File: src/rtl/wishbone_master_if.sv
// Request/response port and Wishbone classic bus signals for wishbone_master.
// The master modport is the DUT view; the slave modport is the environment view.
interface wishbone_master_if;
  logic        req_valid;
  logic        req_ready;
  logic        req_we;
  logic [15:0] req_adr;
  logic [7:0]  req_dat;
  logic        rsp_valid;
  logic [7:0]  rsp_dat;
  logic        rsp_err;
  logic [15:0] adr_o;
  logic        we_o;
  logic        stb_o;
  logic        cyc_o;
  logic [7:0]  dat_o;
  logic [7:0]  dat_i;
  logic        ack_i;

  modport master (
    input  req_valid, req_we, req_adr, req_dat, dat_i, ack_i,
    output req_ready, rsp_valid, rsp_dat, rsp_err, adr_o, we_o, stb_o, cyc_o, dat_o
  );

  modport slave (
    output req_valid, req_we, req_adr, req_dat, dat_i, ack_i,
    input  req_ready, rsp_valid, rsp_dat, rsp_err, adr_o, we_o, stb_o, cyc_o, dat_o
  );
endinterface

File: src/rtl/wishbone_master.sv
// Single-outstanding Wishbone classic master fed by a valid/ready request port.
// Define WB_MASTER_TIMEOUT_EN to abort unacknowledged transfers after TIMEOUT cycles.
module wishbone_master #(
  parameter int TIMEOUT = 16
) (
  input logic               clk_i,
  input logic               rst_i,
  wishbone_master_if.master bus
);

  typedef enum logic [1:0] {IDLE, BUS, RESP} state_t;

  state_t      state;
  state_t      state_nxt;
  logic [15:0] adr_q;
  logic        we_q;
  logic [7:0]  dat_q;
  logic [7:0]  rsp_dat_q;
  logic        accept;
  logic        ack;
  logic        timed_out;
  logic        done;
  logic        req_ready;
  logic        bus_active;
  logic        rsp_valid;

  if (TIMEOUT < 2 || TIMEOUT > 255) begin : g_bad_timeout
    $error("wishbone_master: TIMEOUT must be in 2..255");
  end

  // A floating (X/Z) acknowledge from an unaddressed slave must not count.
  assign ack    = (bus.ack_i === 1'b1);
  assign accept = bus.req_valid && req_ready;
  assign done   = (state == BUS) && (ack || timed_out);

  always_ff @(posedge clk_i or posedge rst_i) begin
    if (rst_i) state <= IDLE;
    else       state <= state_nxt;
  end

  always_comb begin
    state_nxt  = state;
    req_ready  = 1'b0;
    bus_active = 1'b0;
    rsp_valid  = 1'b0;
    unique case (state)
      IDLE: begin
        req_ready = 1'b1;
        if (bus.req_valid) state_nxt = BUS;
      end
      BUS: begin
        bus_active = 1'b1;
        if (ack || timed_out) state_nxt = RESP;
      end
      RESP: begin
        rsp_valid = 1'b1;
        state_nxt = IDLE;
      end
      default: state_nxt = IDLE;
    endcase
  end

`ifdef WB_MASTER_TIMEOUT_EN
  localparam int CNT_W = $clog2(TIMEOUT);

  logic [CNT_W-1:0] cnt;
  logic             rsp_err_q;

  // The counter parks at TIMEOUT-1 instead of wrapping; it is cleared on every accept.
  always_ff @(posedge clk_i or posedge rst_i) begin
    if (rst_i)                         cnt <= '0;
    else if (accept)                   cnt <= '0;
    else if (state == BUS && !timed_out) cnt <= cnt + CNT_W'(1);
  end

  assign timed_out = (cnt == CNT_W'(TIMEOUT - 1));

  always_ff @(posedge clk_i or posedge rst_i) begin
    if (rst_i)     rsp_err_q <= 1'b0;
    else if (done) rsp_err_q <= !ack;
  end

  assign bus.rsp_err = rsp_err_q;
`else
  assign timed_out   = 1'b0;
  assign bus.rsp_err = 1'b0;
`endif

  // we_o is cleared when the transfer ends so it is only ever high during BUS.
  always_ff @(posedge clk_i or posedge rst_i) begin
    if (rst_i) begin
      adr_q     <= 16'h0000;
      we_q      <= 1'b0;
      dat_q     <= 8'h00;
      rsp_dat_q <= 8'h00;
    end else begin
      if (accept) begin
        adr_q <= bus.req_adr;
        we_q  <= bus.req_we;
        dat_q <= bus.req_we ? bus.req_dat : 8'h00;
      end else if (done) begin
        we_q  <= 1'b0;
      end
      if (done) rsp_dat_q <= (ack && !we_q) ? bus.dat_i : 8'h00;
    end
  end

  assign bus.req_ready = req_ready;
  assign bus.cyc_o     = bus_active;
  assign bus.stb_o     = bus_active;
  assign bus.rsp_valid = rsp_valid;
  assign bus.rsp_dat   = rsp_dat_q;
  assign bus.adr_o     = adr_q;
  assign bus.we_o      = we_q;
  assign bus.dat_o     = dat_q;

endmodule

File: src/flat_wrapper.sv
// flat-port wrapper written by rule: the top's interface ports become plain ports
module wishbone_master_flat 
#(
  parameter int TIMEOUT = 16
)
  (clk_i, rst_i, bus_req_valid, bus_req_we, bus_req_adr, bus_req_dat, bus_dat_i, bus_ack_i, bus_req_ready, bus_rsp_valid, bus_rsp_dat, bus_rsp_err, bus_adr_o, bus_we_o, bus_stb_o, bus_cyc_o, bus_dat_o);
  wishbone_master_if bus_i ();
  input logic clk_i;
  input logic rst_i;
  input wire logic [$bits(bus_i.req_valid)-1:0] bus_req_valid;
  input wire logic [$bits(bus_i.req_we)-1:0] bus_req_we;
  input wire logic [$bits(bus_i.req_adr)-1:0] bus_req_adr;
  input wire logic [$bits(bus_i.req_dat)-1:0] bus_req_dat;
  input wire logic [$bits(bus_i.dat_i)-1:0] bus_dat_i;
  input wire logic [$bits(bus_i.ack_i)-1:0] bus_ack_i;
  output wire logic [$bits(bus_i.req_ready)-1:0] bus_req_ready;
  output wire logic [$bits(bus_i.rsp_valid)-1:0] bus_rsp_valid;
  output wire logic [$bits(bus_i.rsp_dat)-1:0] bus_rsp_dat;
  output wire logic [$bits(bus_i.rsp_err)-1:0] bus_rsp_err;
  output wire logic [$bits(bus_i.adr_o)-1:0] bus_adr_o;
  output wire logic [$bits(bus_i.we_o)-1:0] bus_we_o;
  output wire logic [$bits(bus_i.stb_o)-1:0] bus_stb_o;
  output wire logic [$bits(bus_i.cyc_o)-1:0] bus_cyc_o;
  output wire logic [$bits(bus_i.dat_o)-1:0] bus_dat_o;
  assign bus_i.req_valid = bus_req_valid;
  assign bus_i.req_we = bus_req_we;
  assign bus_i.req_adr = bus_req_adr;
  assign bus_i.req_dat = bus_req_dat;
  assign bus_i.dat_i = bus_dat_i;
  assign bus_i.ack_i = bus_ack_i;
  assign bus_req_ready = bus_i.req_ready;
  assign bus_rsp_valid = bus_i.rsp_valid;
  assign bus_rsp_dat = bus_i.rsp_dat;
  assign bus_rsp_err = bus_i.rsp_err;
  assign bus_adr_o = bus_i.adr_o;
  assign bus_we_o = bus_i.we_o;
  assign bus_stb_o = bus_i.stb_o;
  assign bus_cyc_o = bus_i.cyc_o;
  assign bus_dat_o = bus_i.dat_o;
  wishbone_master #(.TIMEOUT(TIMEOUT)) u_core (.clk_i(clk_i), .rst_i(rst_i), .bus(bus_i));
endmodule
File: config.mk
export PLATFORM = sky130hd
export DESIGN_NAME = wishbone_master_flat
export DESIGN_NICKNAME = d
export VERILOG_FILES = /design/src/rtl/wishbone_master_if.sv /design/src/rtl/wishbone_master.sv /design/src/flat_wrapper.sv
export SDC_FILE = /design/constraint.sdc
export NUM_CORES = 1
export LEC_CHECK = 0
export BUFFER_PORTS_ARGS = -buffer_cell sky130_fd_sc_hd__buf_2
export CORE_ASPECT_RATIO = 0.8
export CORE_MARGIN = 2
export CORE_UTILIZATION = 48
export CTS_CLUSTER_DIAMETER = 120
export DETAILED_ROUTE_END_ITERATION = 10
export PLACE_DENSITY_LB_ADDON = 0.2
export SLEW_MARGIN = 15
export SYNTH_ARGS = -nofsm -noshare
export SYNTH_HDL_FRONTEND = slang
export SYNTH_SLANG_ARGS = --single-unit
File: constraint.sdc
create_clock -name clk_i -period 3.6 [get_ports clk_i]
set_input_delay 0.18 -clock clk_i [delete_from_list [all_inputs] [get_ports clk_i]]
set_output_delay 0.18 -clock clk_i [all_outputs]
set_load 0.01 [all_outputs]
# Word level (Yosys, flattened, before mapping)
# Cells that the tools add are included.
# classes
add_sub_neg,0
n_mul,0
n_div,0
n_lt_le_gt_ge,0
n_eq_ne,5
shifts,0
n_mux,10
bitwise_logic,0
n_reduce_logical,7
# ops
op,n
8-bit 2-to-1 mux,2
1-bit 2-to-1 mux,5
2-bit 2-to-1 mux,2
2-bit one-hot mux with 2 select lines,1
1-bit logical AND,3
2-bit by 1-bit equality test with 1-bit output (second input constant),1
2-bit equality test (second input constant),1
2-bit logical NOT,1
2-bit by 1-bit inequality test with 1-bit output (second input constant),1
2-bit inequality test (second input constant),1
2-bit AND reduction,1
2-bit nonzero test,1
1-bit === test (second input constant),1
1-bit logical NOT,1
# word_totals
ff_bits,35
latchBits,0
ramBits,0
mem_bits_ro,0
inputBits,37
out_inout_bits,38
wordCells,27
mem_count,0

# Depth between registers and ports, before layout
# logic_depth
ltp_word,4
ltp_mapped,5
mapped_depth_nobuf,3

# Least setup slack after synthesis
# No wires, ideal clock.
# synth_path
path_type,flip-flop to flip-flop
from,register u_core.state[0]
to,"register u_core.adr_q[10], in the netlist u_core.bus.adr_o[10]"
setup_time_ns,0.125
t_arrival_ns,1.353
required_time_ns,3.475
setup_slack_ns,2.122
path_stages_with_launch,5
n_path_buf,2
period_less_slack_ns,1.478
cell_sequence,dfrtp_1 or3b_1 buf_6 buf_12 mux2_4
# synth_via
elab_chain_cells,3
# synth_rtl
item,line_no,source
start: declaration,wishbone_master.sv:13,state_t state;
start signal: assignment,wishbone_master.sv:38,else state <= state_nxt;
2-bit logical NOT,wishbone_master.sv:46,unique case (state)
1-bit 2-to-1 mux,wishbone_master.sv:46,
1-bit logical AND,wishbone_master.sv:33,assign accept = bus.req_valid && req_ready;
end signal: assignment,wishbone_master.sv:98,adr_q <= bus.req_adr;
end: declaration,wishbone_master.sv:15,logic [15:0] adr_q;
# Every way passes these cells.
# A chain may end at the register's enable or synchronous reset.

# Worst setup path after layout
# layout_path
from,register u_core.state[0]
to,"register u_core.adr_q[12], in the netlist u_core.bus.adr_o[12]"
# Same word-level chain as after synthesis.

==> run metrics <==
PwrDens=730 mW/mm^2; initial core utilization=51.8%; Total Wirelength=2930 um; Critical Path End Type=flop; minimum clock period=1.77 ns; EDFF count, synth=0; critical path peak fanout=27; Die Height=53.4 um; RSZ-0062 raised after global routing=false; status=completed; Syn Nets=160; Max-Cap Viols=0; TritonCTS buffer count=5; Vias=1,102; Inserted Diodes=0; Post CTS Setup Buffer Count=0; final-report max-slew violation count=0; core area=0.00283 sq mm; # clock sinks=35; Avg WL per Cell=12.5 um; design area=0.00191 sq mm; Seq cells post-synth=35; Initial DRC Count=46; Unique masters post-synth=23; DRC=0; clock latency on the worst-skew pair=0.28 ns; Placed Area=0.00182 sq mm; wire length on met3=254 um; top post-synthesis cells by count=dfrtp_1, nand2_1, o21ai_0, mux2_4, inv_1; critical path startpoint category=flop; CTS Buffer Depth=2; share of layout cells above drive strength 1=48.7%; IO Count=75; Avg Vias per Cell=4.69; worst-margin pin slew=0.503 ns; crit path DAT=1.93 ns; met2 WL post-DR=1350 um; Async S/R FF share, synth=100%; GRT Residual Overflow=0; Lkg Pwr=0.00106 uW; IO Port Bufs=73; largest net degree at the start of global routing=36; Fmax achieved=0.565 GHz; Reg clk slew, reported paths=0.06 ns; most numerous cell in the Yosys netlist=dfrtp_1; syn_area_per_cell=11.9 sq um; Max Used Layer=met4; setup violators final=0; M1 WL=1300 um; CTS resizes=0; Most used DFF post-synth=dfrtp_1; fin crit share=49.2%; vias in the first global route=1,015; Hold WC Path Type=in2reg; gr usage total=18.9%; initial antenna violation count=0; largest area contributor in the netlist=dfrtp_1; Total Nets Final=235; required time of the critical path=3.76 ns; row cnt=17; Post-DRT Antenna Nets=0; fillcell total=232; Crit Path Class=reg2reg; YS warnings=0; root buf cell=clkbuf_8; worst relative slew slack=66.4%; first-pass GRT wire length=4730 um; Worst VDD drop=0.000368 V; Routability Congestion=0.691; Syn-to-layout area delta=30.0%; Die Width=65.8 um; H-tree Lvls=2; hpwl dp=2210 um; Post-Route Utilization=67.4%; CTS tree=yes; DRT Pass-1 Iters=4; Cells after Synth=123; mapped cell area=0.00147 sq mm; final hold vios=0; share of the yosys chip area belonging to registers=59.7%; synth top area cells=dfrtp_1, mux2_4, nand2_1; clock skew=0.00575 ns; die area=0.00352 sq mm; top-area cell type share of the netlist area=59.7%; setup_tns=0 ns
-- cells by family (layout without fill, tap and decap cells) --
logic type / Yosys count / count (layout) / synth area share (%)
buffers and inverters: 12 / 86 / 5.80
flip-flops: 35 / 35 / 59.7
AO/OA/AOI/OAI: 19 / 19 / 6.83
AND/OR/NAND/NOR: 40 / 40 / 11.5
other: 1 / 1 / 0.256
multiplexers: 16 / 16 / 15.9
-- routing by layer --
metal	vias up	track usage (%)
li1	549	-
met1	505	25.1
met2	43	27.6
met3	5	6.17
met4	0	9.38
met5	-	0
-- placed cells by master (no fill, tap or decap) --
cell type	Yosys	routed
buf_2	1	73
dfrtp_1	35	35
nand2_1	32	32
o21ai_0	16	16
mux2_4	14	14
clkbuf_8	0	5
inv_1	3	3
a21oi_1	2	2
nor2_1	2	2
mux2_2	2	2
buf_4	2	2
nand3b_1	1	1
clkinv_1	1	1
or2b_1	1	1
nand2b_1	1	1
or3b_1	1	1
nor2b_1	1	1
nor3_1	1	1
a311o_1	1	1
conb_1	1	1
clkbuf_1	1	1
dlygate4sd3_1	0	1
-- critical path, cell delays in order, from the launching register on --
cell	delay, ns
dfrtp_1	0.44
or3b_1	0.56
buf_4	0.31
mux2_4	0.33
-- final cells by class --
class	instances	area, sq um	area share, %
sequential	35	876	45.9
tap	38	47.5	2.49
timing repair buffer	76	390	20.5
multi-input combinational	76	505	26.5
clock buffer	6	72.6	3.81
inverter	4	15.0	0.787
-- path summary, 6_finish.rpt --
| path | startpoint | endpoint | slack (ns) | depth (start not counted) |
|---|---|---|---|---|
| min reg2reg | u_core.bus.dat_o[6]$_DFFE_PP0P_ | u_core.bus.dat_o[6]$_DFFE_PP0P_ | 0.47 | 2 |
| min | bus_req_adr[3] | u_core.bus.adr_o[3]$_DFFE_PP0P_ | 0.13 | 2 |
| min in group asynchronous | rst_i | u_core.bus.adr_o[6]$_DFFE_PP0P_ | 0.53 | 4 |
| max reg2reg | u_core.state[0]$_DFFE_PP0P_ | u_core.bus.adr_o[12]$_DFFE_PP0P_ | 1.83 | 3 |
| max | u_core.state[0]$_DFFE_PP0P_ | u_core.bus.adr_o[12]$_DFFE_PP0P_ | 1.83 | 3 |
| max in group asynchronous | rst_i | u_core.bus.adr_o[15]$_DFFE_PP0P_ | 2.77 | 4 |
-- power breakdown --
group	leakage, uW	switching [uW]	internal, uW
clock	0.0000371	119	129
sequential	0.000431	82.1	543
combinational	0.000589	256	262
total	0.00106	458	933
-- stage by stage --
stage	total power (uW)	worst slack (ns)	hold WS, ns	cells
final	1390	1.83	0.133	235
after floorplan	953	2.12	0.316	123
after global placement	1130	1.92	0.291	228
after detailed placement	1150	1.86	0.294	228
after global routing	1490	1.78	0.121	235
after CTS	1410	1.84	0.125	235
-- sequential cells by signal, summed over array words and instances, names as in the netlist --
name,flops
u_core.bus.dat_o,8
u_core.bus.adr_o,16
u_core.bus.we_o,1
u_core.state,2
u_core.bus.rsp_dat,8
-- repair_timing --
action / CTS / global route
setup endpoints to repair: 0 / 0
hold endpoints to repair: 32 / 0
hold buffers: 1 / 0
Power figures use the tool's default switching activity.
